--- src/rtl/arb_pkg.sv ---
// rtl/arb_pkg.sv - shared constants and mode encoding for the round-robin arbiter
//
// Purpose: default parameter values and the arbiter mode enum.
// Contents:
//   ARB_N_DEF     default number of requesters
//   ARB_BURST_DEF default maximum burst length
//   arb_mode_e    ARB_IDLE (no owner) / ARB_OWNED (grant held by owner)
package arb_pkg;

  localparam int ARB_N_DEF     = 4;
  localparam int ARB_BURST_DEF = 1;

  typedef enum logic {
    ARB_IDLE  = 1'b0,
    ARB_OWNED = 1'b1
  } arb_mode_e;

endpackage

--- src/rtl/rr_pick.sv ---
// rtl/rr_pick.sv - combinational rotated priority encoder
//
// Purpose: return the first set bit of vector, searching from index start
//          upwards and wrapping modulo N (not modulo 2^IDX_W).
// Ports:
//   vector [N]     candidate bits
//   start  [IDX_W] first index searched, must be < N
//   idx    [IDX_W] index of the first set bit found; 0 when none
//   found  [1]     high when vector has any bit set
module rr_pick
  import arb_pkg::*;
#(
  parameter int N     = ARB_N_DEF,
  parameter int IDX_W = $clog2(N)
) (
  input  logic [N-1:0]     vector,
  input  logic [IDX_W-1:0] start,
  output logic [IDX_W-1:0] idx,
  output logic             found
);

  // (a + k) mod N; a < N and k < N, so one conditional subtract suffices.
  function automatic logic [IDX_W-1:0] mod_add(input logic [IDX_W-1:0] a, input int k);
    logic [IDX_W:0] s;
    s = {1'b0, a} + (IDX_W+1)'(k);
    if (s >= (IDX_W+1)'(N)) begin
      s = s - (IDX_W+1)'(N);
    end
    return IDX_W'(s);
  endfunction

  logic [N-1:0] rot;

  always_comb begin
    rot   = '0;
    idx   = '0;
    found = 1'b0;
    // Rotate so that bit 0 of rot corresponds to index start.
    for (int k = 0; k < N; k++) begin
      rot[k] = vector[mod_add(start, k)];
    end
    found = |rot;
    // Descending scan so the lowest rotated position wins.
    for (int k = N - 1; k >= 0; k--) begin
      if (rot[k]) begin
        idx = mod_add(start, k);
      end
    end
  end

endmodule

--- src/rtl/rr_arbiter_param.sv ---
// rtl/rr_arbiter_param.sv - parametrised N-way round-robin arbiter with burst hold
//
// Purpose: grants one requester per cycle with round-robin fairness; an owner
//          may keep the grant for up to MAX_BURST cycles while others wait,
//          and indefinitely when uncontended.
// Ports:
//   clk         [1]     clock, rising edge
//   rst         [1]     synchronous active-low reset
//   req         [N]     request vector
//   req_mask    [N]     bit i = 1 blocks requester i
//   grant       [N]     registered one-hot grant, zero when idle
//   grant_idx   [IDX_W] registered owner index, zero when idle
//   grant_valid [1]     registered, high when grant is non-zero
module rr_arbiter_param
  import arb_pkg::*;
#(
  parameter int N         = ARB_N_DEF,
  parameter int MAX_BURST = ARB_BURST_DEF,
  parameter int IDX_W     = $clog2(N),
  parameter int CNT_W     = $clog2(MAX_BURST + 1)
) (
  input  logic             clk,
  input  logic             rst,
  input  logic [N-1:0]     req,
  input  logic [N-1:0]     req_mask,
  output logic [N-1:0]     grant,
  output logic [IDX_W-1:0] grant_idx,
  output logic             grant_valid
);

  localparam logic [CNT_W-1:0] CNT_MAX  = CNT_W'(MAX_BURST);
  localparam logic [CNT_W-1:0] CNT_ONE  = CNT_W'(1);
  localparam logic [IDX_W-1:0] IDX_LAST = IDX_W'(N - 1);

  function automatic logic [IDX_W-1:0] wrap_inc(input logic [IDX_W-1:0] x);
    return (x == IDX_LAST) ? '0 : x + 1'b1;
  endfunction

  function automatic logic [N-1:0] to_onehot(input logic [IDX_W-1:0] i);
    logic [N-1:0] v;
    v    = '0;
    v[i] = 1'b1;
    return v;
  endfunction

  arb_mode_e        mode_q, mode_d;
  logic [IDX_W-1:0] owner_q, owner_d;
  logic [IDX_W-1:0] last_q, last_d;
  logic [CNT_W-1:0] cnt_q, cnt_d;
  logic [N-1:0]     grant_q, grant_d;
  logic [IDX_W-1:0] grant_idx_q, grant_idx_d;
  logic             grant_valid_q, grant_valid_d;

  logic [N-1:0]     eligible;
  logic [IDX_W-1:0] pick_start;
  logic [IDX_W-1:0] pick_idx;
  logic             pick_found;
  logic             owner_elig;
  logic             others_elig;

  assign eligible    = req & ~req_mask;
  assign owner_elig  = eligible[owner_q];
  assign others_elig = |(eligible & ~to_onehot(owner_q));

  // From idle the search resumes after the most recent owner; while owned it
  // starts after the current owner. One encoder serves both cases.
  assign pick_start = (mode_q == ARB_IDLE) ? wrap_inc(last_q) : wrap_inc(owner_q);

  rr_pick #(
    .N     (N),
    .IDX_W (IDX_W)
  ) u_pick (
    .vector (eligible),
    .start  (pick_start),
    .idx    (pick_idx),
    .found  (pick_found)
  );

  always_comb begin
    mode_d  = mode_q;
    owner_d = owner_q;
    last_d  = last_q;
    cnt_d   = cnt_q;
    case (mode_q)
      ARB_IDLE: begin
        if (pick_found) begin
          mode_d  = ARB_OWNED;
          owner_d = pick_idx;
          last_d  = pick_idx;
          cnt_d   = CNT_ONE;
        end
      end
      ARB_OWNED: begin
        if (owner_elig && ((cnt_q < CNT_MAX) || !others_elig)) begin
          // Keep the owner; the counter saturates so an uncontended owner
          // holds forever and yields as soon as a competitor appears.
          if (cnt_q < CNT_MAX) begin
            cnt_d = cnt_q + 1'b1;
          end
        end else if (pick_found) begin
          owner_d = pick_idx;
          last_d  = pick_idx;
          cnt_d   = CNT_ONE;
        end else begin
          mode_d = ARB_IDLE;
        end
      end
      default: mode_d = ARB_IDLE;
    endcase

    // Outputs are registered copies of the next state.
    grant_d       = '0;
    grant_idx_d   = '0;
    grant_valid_d = 1'b0;
    if (mode_d == ARB_OWNED) begin
      grant_d       = to_onehot(owner_d);
      grant_idx_d   = owner_d;
      grant_valid_d = 1'b1;
    end
  end

  always_ff @(posedge clk) begin
    if (!rst) begin
      mode_q        <= ARB_IDLE;
      owner_q       <= '0;
      last_q        <= IDX_LAST;
      cnt_q         <= '0;
      grant_q       <= '0;
      grant_idx_q   <= '0;
      grant_valid_q <= 1'b0;
    end else begin
      mode_q        <= mode_d;
      owner_q       <= owner_d;
      last_q        <= last_d;
      cnt_q         <= cnt_d;
      grant_q       <= grant_d;
      grant_idx_q   <= grant_idx_d;
      grant_valid_q <= grant_valid_d;
    end
  end

  assign grant       = grant_q;
  assign grant_idx   = grant_idx_q;
  assign grant_valid = grant_valid_q;

endmodule

--- config.mk ---
export PLATFORM = sky130hd
export DESIGN_NAME = rr_arbiter_param
export DESIGN_NICKNAME = d
export VERILOG_FILES = /design/src/rtl/arb_pkg.sv /design/src/rtl/rr_pick.sv /design/src/rtl/rr_arbiter_param.sv
export SDC_FILE = /design/constraint.sdc
export NUM_CORES = 1
export LEC_CHECK = 0
export ABC_AREA = 1
export BUFFER_PORTS_ARGS = -buffer_cell sky130_fd_sc_hd__buf_2
export CAP_MARGIN = 20
export CORE_UTILIZATION = 50
export CTS_BUF_LIST = sky130_fd_sc_hd__clkbuf_8
export CTS_CLUSTER_DIAMETER = 50
export DETAILED_ROUTE_END_ITERATION = 8
export PLACE_DENSITY_LB_ADDON = 0.2
export SYNTH_ARGS = -nofsm -noshare
export SYNTH_HDL_FRONTEND = slang
export SYNTH_SLANG_ARGS = --single-unit
--- constraint.sdc ---
create_clock -name clk -period 1.9 [get_ports clk]
set_input_delay 0.57 -clock clk [delete_from_list [all_inputs] [get_ports clk]]
set_output_delay 0.57 -clock clk [all_outputs]
set_load 0.02 [all_outputs]
Word-level counts from Yosys, hierarchy flattened
Cells that the tools add are included.
{ "classes": {"n_reduce_logical": 8, "shifts": 0, "mux": 39, "div_mod_pow": 0, "bitwise_logic": 5, "eq_ne": 4, "n_addsub": 10, "order_cmp": 13, "n_mul": 0} }
{ "op_table": {"columns": ["op", "count"], "rows": [
  ["$mux W2", 15],
  ["$lt A2 B3 Y1 const B", 6],
  ["$mux W1", 13],
  ["$bmux W1 S2", 5],
  ["$ge A3 B3 Y1 const B", 3],
  ["$and A4 B4 Y4", 2],
  ["$not A4 Y4", 2],
  ["$pmux W2 S2", 2],
  ["$reduce_or A4 Y1", 2],
  ["$sub A2 B1 Y2 const B", 4],
  ["$add A2 B2 Y3 const B", 2],
  ["$add A2 B1 Y2 const B", 2],
  ["$demux W1 S2", 2],
  ["$eq A2 B2 Y1 const B", 2],
  ["$ge A2 B1 Y1 const B", 2],
  ["$pmux W1 S2", 2],
  ["$add A2 B1 Y3 const B", 1],
  ["$ge A2 B3 Y1 const B", 1],
  ["$logic_and A1 B1 Y1", 3],
  ["$ne A3 B3 Y1 const B", 1],
  ["$ne A2 B2 Y1 const B", 1],
  ["$reduce_and A2 Y1", 1],
  ["$add A1 B1 Y1 const B", 1],
  ["$logic_not A1 Y1", 1],
  ["other kinds (3)", 3]
]} }
{ "word_totals": {"mem_bits_rw": 0, "ff_bits": 13, "mem_count": 0, "output_inout_bits": 7, "latchBits": 0, "input_bits": 10, "rom_bits": 0} }

Logic depth before layout (Yosys ltp)
{ "logic_depth": {"ltp_word": 19, "mapped_depth": 16, "ltp_nobuf": 16} }

Hierarchy
A second synthesis with hierarchy kept.
{ "hier_totals": {"hier_cells": 133, "area_unflattened_um2": 875.8} }
{ "by_module_without_submodules": {"columns": ["module", "area_each_um2", "cells_each", "seq_area_each_um2", "n_inst"], "rows": [
  ["rr_arbiter_param", 650.6, 89, 240.2, 1],
  ["rr_pick", 225.2, 44, 0.0, 1]
]} }

Worst setup path before layout
OpenSTA, ideal clock, no wires.
{ "synth_path": {"path_type": "reg2reg", "from": "register owner_q[0]", "to": "register grant_idx_q[0] (netlist: grant_idx[0])", "t_required_ps": 1788, "slack_ps": 21, "setup_time_ps": 112, "period_less_slack_ps": 1879, "stages_incl_launch_ff": 16, "arrival_ps": 1767, "path_buffers": 0, "cell_sequence": "dfxtp_1 inv_1 ha_1 nand2_1 o21ai_1 nand3_1 nand2_2 nand2_1 nand2_2 nand3_2 nand2_4 inv_4 nand3_2 nand2_2 inv_2 nor2_1"} }
{ "synth_via": {"elab_chain_cells": 15, "word_cells_on_any_way": 52, "classes_between": "add/sub: 8; order compare: 6; eq/ne: 1; mux: 28; bitwise: 2; reduce/logical: 7"} }
{ "synth_rtl": {"columns": ["element", "line_no", "rtl"], "rows": [
  ["from (decl)", "rr_arbiter_param.sv:47", "logic [IDX_W-1:0] owner_q, owner_d;"],
  ["from (signal assigned)", "rr_arbiter_param.sv:133", "owner_q <= owner_d;"],
  ["$add A2 B1 Y2 / $eq A2 B2 Y1 (equally long branches)", "rr_arbiter_param.sv:36", "return (x == IDX_LAST) ? '0 : x + 1'b1;"],
  ["$mux W2", "rr_arbiter_param.sv:36", null],
  ["$mux W2", "rr_arbiter_param.sv:67", "assign pick_start = (mode_q == ARB_IDLE) ? wrap_inc(last_q) : wrap_inc(owner_q);"],
  ["$add A2 B2 Y3", "rr_pick.sv:25", "s = {1'b0, a} + (IDX_W+1)'(k);"],
  ["$ge A3 B3 Y1 / $sub A2 B1 Y2 (equally long branches)", "rr_pick.sv:26, rr_pick.sv:27", null],
  ["$mux W2", "rr_pick.sv:26", "if (s >= (IDX_W+1)'(N)) begin"],
  ["$bmux W1 S2", "rr_pick.sv:40", "rot[k] = vector[mod_add(start, k)];"],
  ["$mux W1 (not written as such)", "rr_pick.sv:40", null],
  ["$mux W2 (4 in series)", "rr_pick.sv:45", "if (rot[k]) begin"],
  ["$mux W2", "rr_arbiter_param.sv:86, rr_arbiter_param.sv:100", null],
  ["$mux W2", "rr_arbiter_param.sv:94", "if (owner_elig && ((cnt_q < CNT_MAX) || !others_elig)) begin"],
  ["$pmux W2 S2", "rr_arbiter_param.sv:84", "case (mode_q)"],
  ["to (signal assigned)", "rr_arbiter_param.sv:137", "grant_idx_q <= grant_idx_d;"],
  ["to (decl)", "rr_arbiter_param.sv:51", "logic [IDX_W-1:0] grant_idx_q, grant_idx_d;"]
]} }
Several ways; a longest one is shown, not always the timed one. The select of a mux whose other input is x is not followed.
A chain may end at the register's enable or synchronous reset.

Worst setup path in the final report
{ "layout_path": {"from": "register owner_q[0]", "to": "register grant_q[3] (netlist: grant[3])"} }
{ "layout_via": {"elab_chain_cells": 19, "word_cells_on_any_way": 57, "classes_between": "add/sub: 8; order compare: 8; eq/ne: 1; mux: 30; bitwise: 2; reduce/logical: 8"} }
{ "layout_rtl": {"columns": ["element", "line_no", "rtl"], "rows": [
  ["$add A2 B1 Y2 / $eq A2 B2 Y1 (equally long branches)", "rr_arbiter_param.sv:36", null],
  ["$mux W2", "rr_arbiter_param.sv:36", null],
  ["$mux W2", "rr_arbiter_param.sv:67", null],
  ["$add A2 B2 Y3", "rr_pick.sv:25", null],
  ["$ge A3 B3 Y1 / $sub A2 B1 Y2 (equally long branches)", "rr_pick.sv:26, rr_pick.sv:27", null],
  ["$mux W2", "rr_pick.sv:26", null],
  ["$bmux W1 S2", "rr_pick.sv:40", null],
  ["$mux W1 (not written as such)", "rr_pick.sv:40", null],
  ["$mux W2 (4 in series)", "rr_pick.sv:45", null],
  ["$mux W2", "rr_arbiter_param.sv:86, rr_arbiter_param.sv:100", null],
  ["$mux W2", "rr_arbiter_param.sv:94", null],
  ["$pmux W2 S2", "rr_arbiter_param.sv:84", null],
  ["$lt A2 B3 Y1 (not written as such) / $ge A2 B1 Y1 (equally long branches)", "rr_arbiter_param.sv:42", "v[i] = 1'b1;"],
  ["$logic_and A1 B1 Y1 (not written as such)", "rr_arbiter_param.sv:42", null],
  ["$mux W1 (not written as such)", "rr_arbiter_param.sv:42", null],
  ["$demux W1 S2", "rr_arbiter_param.sv:42", null],
  ["to (signal assigned)", "rr_arbiter_param.sv:136", "grant_q <= grant_d;"],
  ["to (decl)", "rr_arbiter_param.sv:50", "logic [N-1:0] grant_q, grant_d;"]
]} }
Several ways; a longest one is shown, not always the timed one. The select of a mux whose other input is x is not followed.

==> key figures <==
Route
  • ANT nets after route: 0
  • Vias: 1042
  • 1st-pass router iterations: 4
  • DRT Wirelength: 2930 um
  • Iter 0 DRT Violations: 49
  • Wire per inst: 15.9 um
  • Via/cell ratio: 5.66
  • Residual DRC: 0

Setup path
  • CP Class: reg -> reg
  • Slowest-stage cell, CP: dfxtp_4
  • Worst Path Required: 2.03 ns
  • Max Fanout on Critical Path: 5
  • R2r startpoint: owner_q[0]$_SDFF_PN0_
  • Crit path DAT: 2.08 ns
  • Crit end category: register
  • CP Launch Type: register
  • CP startpoint: owner_q[0]$_SDFF_PN0_
  • CP cell instances: ha_4, nor2_4, nand2_2, nand2_4, buf_4, nand2_1, nand2_2, nand2_1, nand2_2, nand3_4, nand2_4, inv_6, nand3_4, nand2_4, inv_4, nor2_1
  • CP max stage delay: 0.37 ns

Flow run
  • Max-cap violations: 0

Logic synthesis
  • Syn_area_per_cell: 6.72 um2
  • Sequential fraction of the synthesis area: 0.279
  • Mapped Cells: 128
  • Post-synthesis register bit count: 12
  • Ys Warns: 0
  • Synth top area share: 0.279
  • Post-Syn Area: 860 um2
  • Synth Area in Simple Gates: 0.491
  • Top cells by area, synth: dfxtp_1, nand2_1, nand2_2, nand3_1, ha_1
  • Main combinational cell family by area after synthesis: simple AND/OR/NAND/NOR gates
  • Most used DFF post-synth: dfxtp_1
  • Compound-gate portion of the synthesized area: 0.0713
  • Area share of fa/ha/maj cells after synthesis: 0.0728
  • Net Count, Synth: 143
  • Dominant cell type by area after synthesis: dfxtp_1
  • Asr flop ratio synth: 0
  • Post-synthesis mux area share: 0
  • Number of synthesized flops with an enable pin: 0
  • Post-synthesis xor/xnor area fraction: 0
  • Most frequent cell after synthesis: nand2_1
  • Synth cell count leaders: nand2_1, inv_1, nand3_1
  • Distinct cell type count after synthesis: 19

Timing
  • Final setup TNS: -0.291 ns
  • Fmax: 513 MHz
  • Max transition margin: 0.851
  • RSZ-0062 raised after global routing: yes
  • Final Hold Vio Count: 0
  • Slew Viols, Final: 0
  • Setup violators final: 7
  • Tmin final: 1.95 ns
  • Final worst setup slack: -0.0490 ns
  • Clock Skew: 0.00529 ns
  • Final worst path period share: 1.03
  • Least-Margin Pin Slew: 0.223 ns

Global routing
  • Vias in the first global route: 941
  • First-pass GRT wire length: 4180 um
  • GRT Overall Usage: 0.303
  • Grt ovf: 0
  • Initial antenna violation count: 0
  • Largest net degree at the start of global routing: 8

Die
  • Area of the die: 1890 um2
  • Ports: 17
  • Row Count: 14
  • Initial Utilization: 0.551
  • Chip Height: 43.5 um
  • Core area: 1560 um2
  • Horiz. Die Dim: 43.5 um

CTS
  • Htree depth: 1
  • Clk Tree Root Cell: clkbuf_8
  • TritonCTS clock tree: yes
  • Worst skew pair latency: 0.24 ns
  • CTS buffer count: 3
  • Clock transition at path regs: 0.05 ns
  • Clock sinks: 12
  • Hold Buf Count CTS: 0
  • Clock Tree Buf Depth: 2

Placement
  • Port bufs: 16
  • Placed cell areas: 997 um2
  • Dpl hpwl: 1480 um
  • GP Congestion: 0.942

Cells and area
  • Final #Nets: 185
  • Fraction of layout cells with a size suffix above 1: 0.554
  • Syn-to-layout area delta: 54.1%
  • Final Cell Area: 1330 um2
  • Antenna Cells: 0

Status
  • Status: finished with violations
  • Failing checks: setup timing

Worst hold path
  • Hold path start: cnt_q$_SDFFE_PN0P_
  • Min-Delay Path Class: reg -> reg
## layout make-up
class / instances / area [um2]
inverter: 19 / 83.8
sequential: 12 / 254
clock buffer: 3 / 41.3
multi-input combinational: 97 / 681
tap: 16 / 20.0
fill: 79 / 234
timing repair buffer: 37 / 245
## placed cells by master (no fill, tap or decap)
cell / count
ha_4: 3
and2_4: 1
inv_6: 1
inv_4: 3
o22ai_1: 2
buf_6: 2
nor2_1: 5
a21oi_1: 3
nand2_4: 6
nand3_2: 4
dfxtp_1: 7
o21ai_0: 3
nor2_2: 2
dfxtp_2: 2
inv_1: 13
nand2_2: 17
buf_2: 16
ha_1: 2
buf_4: 19
clkbuf_8: 3
nand3_1: 11
nand3_4: 3
o21ai_4: 1
o21ai_2: 2
nand2_1: 29
nor2_4: 3
dfxtp_4: 3
inv_2: 2
## per-layer routing
layer	routed length (um)	track usage	part of all wire
met1	1210	0.358	0.41
met2	1460	0.521	0.50
met3	174	0.0875	0.059
met4	80	0.106	0.027
met5	0	0	0
## final timing paths
kind / end / cells past startpoint / slack, ns
worst max-delay path: grant[3]$_SDFF_PN0_ / 16 / -0.05
worst max register to register: grant[3]$_SDFF_PN0_ / 16 / -0.05
worst min register to register: cnt_q$_SDFFE_PN0P_ / 2 / 0.44
worst min-delay path: cnt_q$_SDFFE_PN0P_ / 2 / 0.44
## worst max-delay path, delay by kind of cell (launching register included)
family	cells	cell delay, ns
adders and majority gates	1	0.17
buffers and inverters	3	0.23
DFF	1	0.37
and+or+nand+nor	12	1.06
## state kept, by name, summed over array words and instances (netlist names)
register	flops
cnt_q	1
mode_q	1
last_q	2
owner_q	2
grant_idx	2
grant	4
## per-stage QoR
step	util	instances	hold slack, ns	setup WS [ns]
after floorplan	-	128	0.415	0.0206
after global placement	0.640	165	0.434	0.0172
after detailed placement	0.640	165	0.435	-0.0669
after CTS	0.748	180	0.443	0.00509
after global routing	0.850	184	0.459	-0.148
final	0.850	184	0.440	-0.0490
## cells by family (layout without fill, tap and decap cells)
group | Yosys count | in the layout
DFF | 12 | 12
and+or+nand+nor | 81 | 81
adders and majority gates | 5 | 5
buffers and inverters | 19 | 59
AOI/OAI and AO/OA | 11 | 11
## timing repair
action                                  4_1_cts  5_1_grt
gates resized for setup                      12       36
endpoints found under the setup margin        9       11
setup buffers                                12        4
pin swaps                                    11       13
endpoints found under the hold margin         0        0
Power is left out: the tool's default activity adds up to more than one toggle a clock period on the data nets, which glitch-free logic cannot reach.
